==> src/rtl/lcd_scanout.sv <==
// Raster timing generator and VRAM scan-out: reads 4-pixel nibbles and serialises them into a
// 1-bit pixel stream with data-enable, horizontal and vertical sync.
module lcd_scanout #(
  parameter int unsigned H_ACTIVE = 640,
  parameter int unsigned H_FP     = 16,
  parameter int unsigned H_SYNC   = 96,
  parameter int unsigned H_BP     = 48,
  parameter int unsigned V_ACTIVE = 64,
  parameter int unsigned V_FP     = 2,
  parameter int unsigned V_SYNC   = 2,
  parameter int unsigned V_BP     = 4,
  parameter int unsigned PIX_DIV  = 1
) (
  input  logic        mck,
  input  logic        rin_n,
  input  logic        lcdon,
  output logic [13:0] vram_ra,
  output logic        vram_re,
  input  logic [3:0]  vram_di,
  output logic        pix,
  output logic        de,
  output logic        hs,
  output logic        vs,
  output logic        sof
);

  localparam int unsigned H_TOTAL = H_ACTIVE + H_FP + H_SYNC + H_BP;
  localparam int unsigned V_TOTAL = V_ACTIVE + V_FP + V_SYNC + V_BP;
  localparam int unsigned HW      = $clog2(H_TOTAL);
  localparam int unsigned VW      = $clog2(V_TOTAL);
  localparam int unsigned DW      = (PIX_DIV > 1) ? $clog2(PIX_DIV) : 1;

  localparam logic [DW-1:0] DIV_LAST   = DW'(PIX_DIV - 1);
  localparam logic [HW-1:0] H_LAST     = HW'(H_TOTAL - 1);
  localparam logic [VW-1:0] V_LAST     = VW'(V_TOTAL - 1);
  localparam logic [HW-1:0] H_ACT      = HW'(H_ACTIVE);
  localparam logic [VW-1:0] V_ACT      = VW'(V_ACTIVE);
  localparam logic [HW-1:0] HS_START   = HW'(H_ACTIVE + H_FP);
  localparam logic [HW-1:0] HS_END     = HW'(H_ACTIVE + H_FP + H_SYNC);
  localparam logic [VW-1:0] VS_START   = VW'(V_ACTIVE + V_FP);
  localparam logic [VW-1:0] VS_END     = VW'(V_ACTIVE + V_FP + V_SYNC);
  localparam logic [13:0]   LINE_WORDS = 14'(H_ACTIVE / 4);

  logic [DW-1:0] div_q, div_d;
  logic [HW-1:0] hcnt_q, hcnt_d;
  logic [VW-1:0] vcnt_q, vcnt_d;
  logic [13:0]   lbase_q, lbase_d;
  logic [13:0]   ra_q, ra_d;
  logic          re_q, re_d;
  logic          fon_q, fon_d;
  logic [3:0]    hold_q, hold_d;
  logic [3:0]    shreg_q, shreg_d;

  // Stage 1 carries stage-0 decodes; stage 2 drives the outputs.
  logic rd1_q, rd1_d, de1_q, de1_d, hs1_q, hs1_d, vs1_q, vs1_d, sof1_q, sof1_d, on1_q, on1_d;
  logic de2_q, de2_d, hs2_q, hs2_d, vs2_q, vs2_d, sof2_q, sof2_d, on2_q, on2_d;

  logic pen, h_wrap, v_wrap, active, frame_start, fon_cur, issue, hs_dec, vs_dec;

  always_comb begin
    pen         = (div_q == DIV_LAST);
    h_wrap      = (hcnt_q == H_LAST);
    v_wrap      = (vcnt_q == V_LAST);
    active      = (hcnt_q < H_ACT) && (vcnt_q < V_ACT);
    frame_start = (hcnt_q == '0) && (vcnt_q == '0);
    // The first pixel of a frame already obeys the lcdon value being sampled on this tick.
    fon_cur     = frame_start ? lcdon : fon_q;
    issue       = pen && active && (hcnt_q[1:0] == 2'b00) && fon_cur;
    hs_dec      = (hcnt_q >= HS_START) && (hcnt_q < HS_END);
    vs_dec      = (vcnt_q >= VS_START) && (vcnt_q < VS_END);
  end

  always_comb begin
    div_d   = div_q;
    hcnt_d  = hcnt_q;
    vcnt_d  = vcnt_q;
    lbase_d = lbase_q;
    fon_d   = fon_q;
    shreg_d = shreg_q;
    rd1_d   = rd1_q;
    de1_d   = de1_q;
    hs1_d   = hs1_q;
    vs1_d   = vs1_q;
    sof1_d  = sof1_q;
    on1_d   = on1_q;
    de2_d   = de2_q;
    hs2_d   = hs2_q;
    vs2_d   = vs2_q;
    sof2_d  = sof2_q;
    on2_d   = on2_q;

    re_d   = issue;
    ra_d   = issue ? (lbase_q + 14'(hcnt_q >> 2)) : ra_q;
    // Read data is only guaranteed on the edge after the strobe, which precedes the next pen
    // when PIX_DIV > 1.
    hold_d = re_q ? vram_di : hold_q;

    if (pen) begin
      div_d  = '0;
      hcnt_d = h_wrap ? '0 : hcnt_q + 1'b1;
      if (h_wrap) begin
        vcnt_d = v_wrap ? '0 : vcnt_q + 1'b1;
        if (v_wrap) begin
          lbase_d = '0;
        end else if (vcnt_q < V_ACT) begin
          lbase_d = lbase_q + LINE_WORDS;
        end
      end
      if (frame_start) begin
        fon_d = lcdon;
      end

      rd1_d  = issue;
      de1_d  = active;
      hs1_d  = hs_dec;
      vs1_d  = vs_dec;
      sof1_d = frame_start && fon_cur;
      on1_d  = fon_cur;

      shreg_d = rd1_q ? (re_q ? vram_di : hold_q) : {shreg_q[2:0], 1'b0};
      de2_d   = de1_q;
      hs2_d   = hs1_q;
      vs2_d   = vs1_q;
      sof2_d  = sof1_q;
      on2_d   = on1_q;
    end else begin
      div_d = div_q + 1'b1;
    end
  end

  always_ff @(posedge mck or negedge rin_n) begin
    if (!rin_n) begin
      div_q   <= '0;
      hcnt_q  <= '0;
      vcnt_q  <= '0;
      lbase_q <= '0;
      ra_q    <= '0;
      re_q    <= 1'b0;
      fon_q   <= 1'b0;
      hold_q  <= '0;
      shreg_q <= '0;
      rd1_q   <= 1'b0;
      de1_q   <= 1'b0;
      hs1_q   <= 1'b0;
      vs1_q   <= 1'b0;
      sof1_q  <= 1'b0;
      on1_q   <= 1'b0;
      de2_q   <= 1'b0;
      hs2_q   <= 1'b0;
      vs2_q   <= 1'b0;
      sof2_q  <= 1'b0;
      on2_q   <= 1'b0;
    end else begin
      div_q   <= div_d;
      hcnt_q  <= hcnt_d;
      vcnt_q  <= vcnt_d;
      lbase_q <= lbase_d;
      ra_q    <= ra_d;
      re_q    <= re_d;
      fon_q   <= fon_d;
      hold_q  <= hold_d;
      shreg_q <= shreg_d;
      rd1_q   <= rd1_d;
      de1_q   <= de1_d;
      hs1_q   <= hs1_d;
      vs1_q   <= vs1_d;
      sof1_q  <= sof1_d;
      on1_q   <= on1_d;
      de2_q   <= de2_d;
      hs2_q   <= hs2_d;
      vs2_q   <= vs2_d;
      sof2_q  <= sof2_d;
      on2_q   <= on2_d;
    end
  end

  assign vram_ra = ra_q;
  assign vram_re = re_q;
  assign pix     = shreg_q[3] & de2_q & on2_q;
  assign de      = de2_q;
  assign hs      = hs2_q;
  assign vs      = vs2_q;
  assign sof     = sof2_q & pen;

endmodule

==> config.mk <==
export PLATFORM = sky130hd
export DESIGN_NAME = lcd_scanout
export DESIGN_NICKNAME = d
export VERILOG_FILES = /design/src/rtl/lcd_scanout.sv
export SDC_FILE = /design/constraint.sdc
export NUM_CORES = 1
export LEC_CHECK = 0
export CAP_MARGIN = 20
export CORE_MARGIN = 10
export CORE_UTILIZATION = 35
export DETAILED_ROUTE_END_ITERATION = 10
export PLACE_DENSITY_LB_ADDON = 0.12
export SLEW_MARGIN = 25
export SYNTH_ARGS = -nofsm -noshare
export SYNTH_HDL_FRONTEND = slang
export SYNTH_SLANG_ARGS = --single-unit
==> constraint.sdc <==
create_clock -name mck -period 2.4 [get_ports mck]
set_input_delay 0.48 -clock mck [delete_from_list [all_inputs] [get_ports mck]]
set_output_delay 0.48 -clock mck [all_outputs]
set_load 0.02 [all_outputs]
==> impl_metrics.ini <==
[floorplanning]
rows = 31
die_y_um = 106.5
num_io_pins = 27
core_mm2 = 0.007253
die-area_mm2 = 0.01133
start_util_pct = 36.07
die_x_um = 106.5

[sta]
skew_ns = 0.008894
hold_viol = 0
max-slew-margin-rel_pct = 63.44
slew_viol_final = 0
max_slew.worst_pin.slew_ns = 0.5484
fmax_mhz = 447.2
rsz0062_at_grt = false
period_share_pct = 93.16
setup_viol = 0
layout_min_cycle_time_ns = 2.236
setup_tns_ns = 0

[setup_path]
path_class = flop to flop
critical-path-top-delay-family = simple AND/OR/NAND/NOR gates
cp_cell_sequence = ha_1 -> nand4_4 -> or4_4 -> or4_1 -> a21oi_1 -> a311oi_1
critPathMaxStageDelay_ns = 0.58
cp.required_ns = 2.58
worst_r2r_path_depth = 6
end_kind = flop
path_depth = 6
critPathMaxFanout = 5
cp_slowest_cell = or4_4
critPathArrivalTime_ns = 2.41
worst_setup_path_start_kind = flop
crit_buf_inv = 0

[place]
portBuffers = 26
hpwl_um = 3950
gp_congestion = 0.8097
place_area_mm2 = 0.003044

[clocking]
cts_setup_buffers = 0
cts-root-buf = clkbuf_8
clk_path_buf_depth = 2
cts-resized-gates = 0
ctsHoldBuffers = 0
cts_tree = done
clk_latency_ns = 0.31
numCtsBuffers = 5
numClockSinks = 55
clk_pin_slew_ns = 0.09
htree_levels = 2

[synthesis]
synth_area_mm2 = 0.002616
yosysTopAreaCellShare_pct = 52.61
synth-edff-count = 0
async_reset_ff_share_pct = 100.0
synth_common_cells = dfrtp_1, nand2_1, nor2_1
yosys_register_bits = 55
yosysTopAreaCell = dfrtp_1
syn_inst = 251
synthMostInstantiatedCell = dfrtp_1
syn_nets = 268
synth_area_leaders = dfrtp_1, xor2_1, ha_1
ys_seq_area_share_pct = 52.61
synth_cell_types = 43
avgSynthCellArea_um2 = 10.42
synth_flop_cell = dfrtp_1
ys_warn_count = 0

[layout]
fin_nets = 302
drive_gt1_share_pct = 11.23
fillers = 747
antenna_cells = 0
area_growth_pct = 19.70
fin_area_mm2 = 0.003132

[power_and_ir_drop]
total_leakage_power_uw = 0.001389
ir_drop_mv = 0.2147
power_density_mw_per_mm2 = 484.4

[route]
initialDrtViolationCount = 64
vias = 1849
wirelength_um = 5347
vias_per_cell = 4.815
avgRoutedWirePerCell_um = 13.92
ant_nets = 0
firstDrtPassIters = 4
drc_errors = 0

[global_routing]
grt_max_degree = 34
grt_use_total_pct = 9.817
grt_pass1_wl_um = 9211
grt_overflow = 0
antenna_found_initial = 0
grt_pass1_vias = 1891

[min_path]
hold_path.class = input pin to async pin

[run_status]
status = finished, final reports clean

[flow_run]
maxCapViolations = 0
==> per-stage QoR <==
stage | worst slack [ns] | utilization, % | total power, uW | instances | hold slack (ns)
2_1_floorplan | 0.2993 | - | 974.6 | 251 | 0.1844
3_3_place_gp | 0.2207 | 41.97 | 1023 | 377 | 0.3325
3_5_place_dp | 0.1783 | 41.97 | 1023 | 377 | 0.3347
4_1_cts | 0.1626 | 43.18 | 1549 | 384 | 0.1696
5_1_grt | 0.04445 | 43.18 | 1591 | 384 | 0.1830
6_report | 0.1641 | 43.18 | 1517 | 384 | 0.1518
==> layout make-up <==
| type | count | area (um^2) | share of cell area (%) |
|---|---|---|---|
| timing repair buffer | 38 | 357.8 | 11.43 |
| multi-input combinational | 174 | 1145 | 36.56 |
| clock inverter | 1 | 5.005 | 0.1598 |
| sequential | 55 | 1376 | 43.95 |
| inverter | 11 | 41.29 | 1.318 |
| tap | 99 | 123.9 | 3.955 |
| clock buffer | 6 | 82.58 | 2.637 |
==> cell families (layout without fill, tap and decap cells) <==
| logic type | after synthesis | in the layout | share of synthesized area [%] |
|---|---|---|---|
| AND/OR/NAND/NOR | 96 | 96 | 19.56 |
| flip-flops | 55 | 55 | 52.61 |
| AO/OA/AOI/OAI | 35 | 35 | 8.082 |
| XOR/XNOR | 28 | 28 | 9.373 |
| buffers and inverters | 22 | 56 | 3.635 |
| adder cells (fa/ha/maj) | 10 | 10 | 4.782 |
| multiplexers | 4 | 4 | 1.817 |
| other | 1 | 1 | 0.1433 |
==> final timing paths <==
path                                   end  slack (ns)      start
worst min register to register          de        0.35      de1_q
worst max register to register   vcnt_q[6]        0.16  hcnt_q[0]
worst max-delay path             vcnt_q[6]        0.16  hcnt_q[0]
max in group asynchronous       lbase_q[5]        1.69      rin_n
worst min-delay path                sof1_q        0.15      rin_n
min in group mck                        de        0.35      de1_q
==> cells in the final DEF (no fill, tap or decap), types with 2 or more instances in the layout <==
cell and n:
dfrtp_1 55, nand2_1 28, clkdlybuf4s50_1 25, nor2_1 21, o21ai_0 18, xor2_1 16
xnor2_1 12, inv_1 11, buf_4 11, ha_1 10, nand3_1 8, nand4_1 8
clkbuf_8 6, nor4_1 4, a31oi_1 4, and3_1 4, and2_1 3, nor3b_1 3
a21oi_1 3, mux2_2 3, o31ai_1 2, o21a_1 2, nor3_1 2, nor4b_1 2
a21o_1 2, or3_1 2
==> report_power, final <==
group	switching [uW]	internal, uW	leakage [uW]
clock network	288	227	0.0000470
registers	4.99	935	0.000726
logic	34.5	27.5	0.000615
total	328	1190	0.00139
==> state kept, by name, summed over array words and instances, names as in the netlist, 4 cells and up <==
name,flops
shreg_q,4
hcnt_q,10
lbase_q,9
vram_ra,14
vcnt_q,7
==> metal layers <==
layer | vias up | routed length (um) | GRT usage [%]
met1 | 886 | 2512 | 12.76
met4 | 0 | 63 | 3.385
met5 | - | 0 | 0
met3 | 5 | 279 | 2.778
li1 | 919 | - | -
met2 | 39 | 2491 | 15.28
No activity file was read; power rests on OpenSTA's default activity.
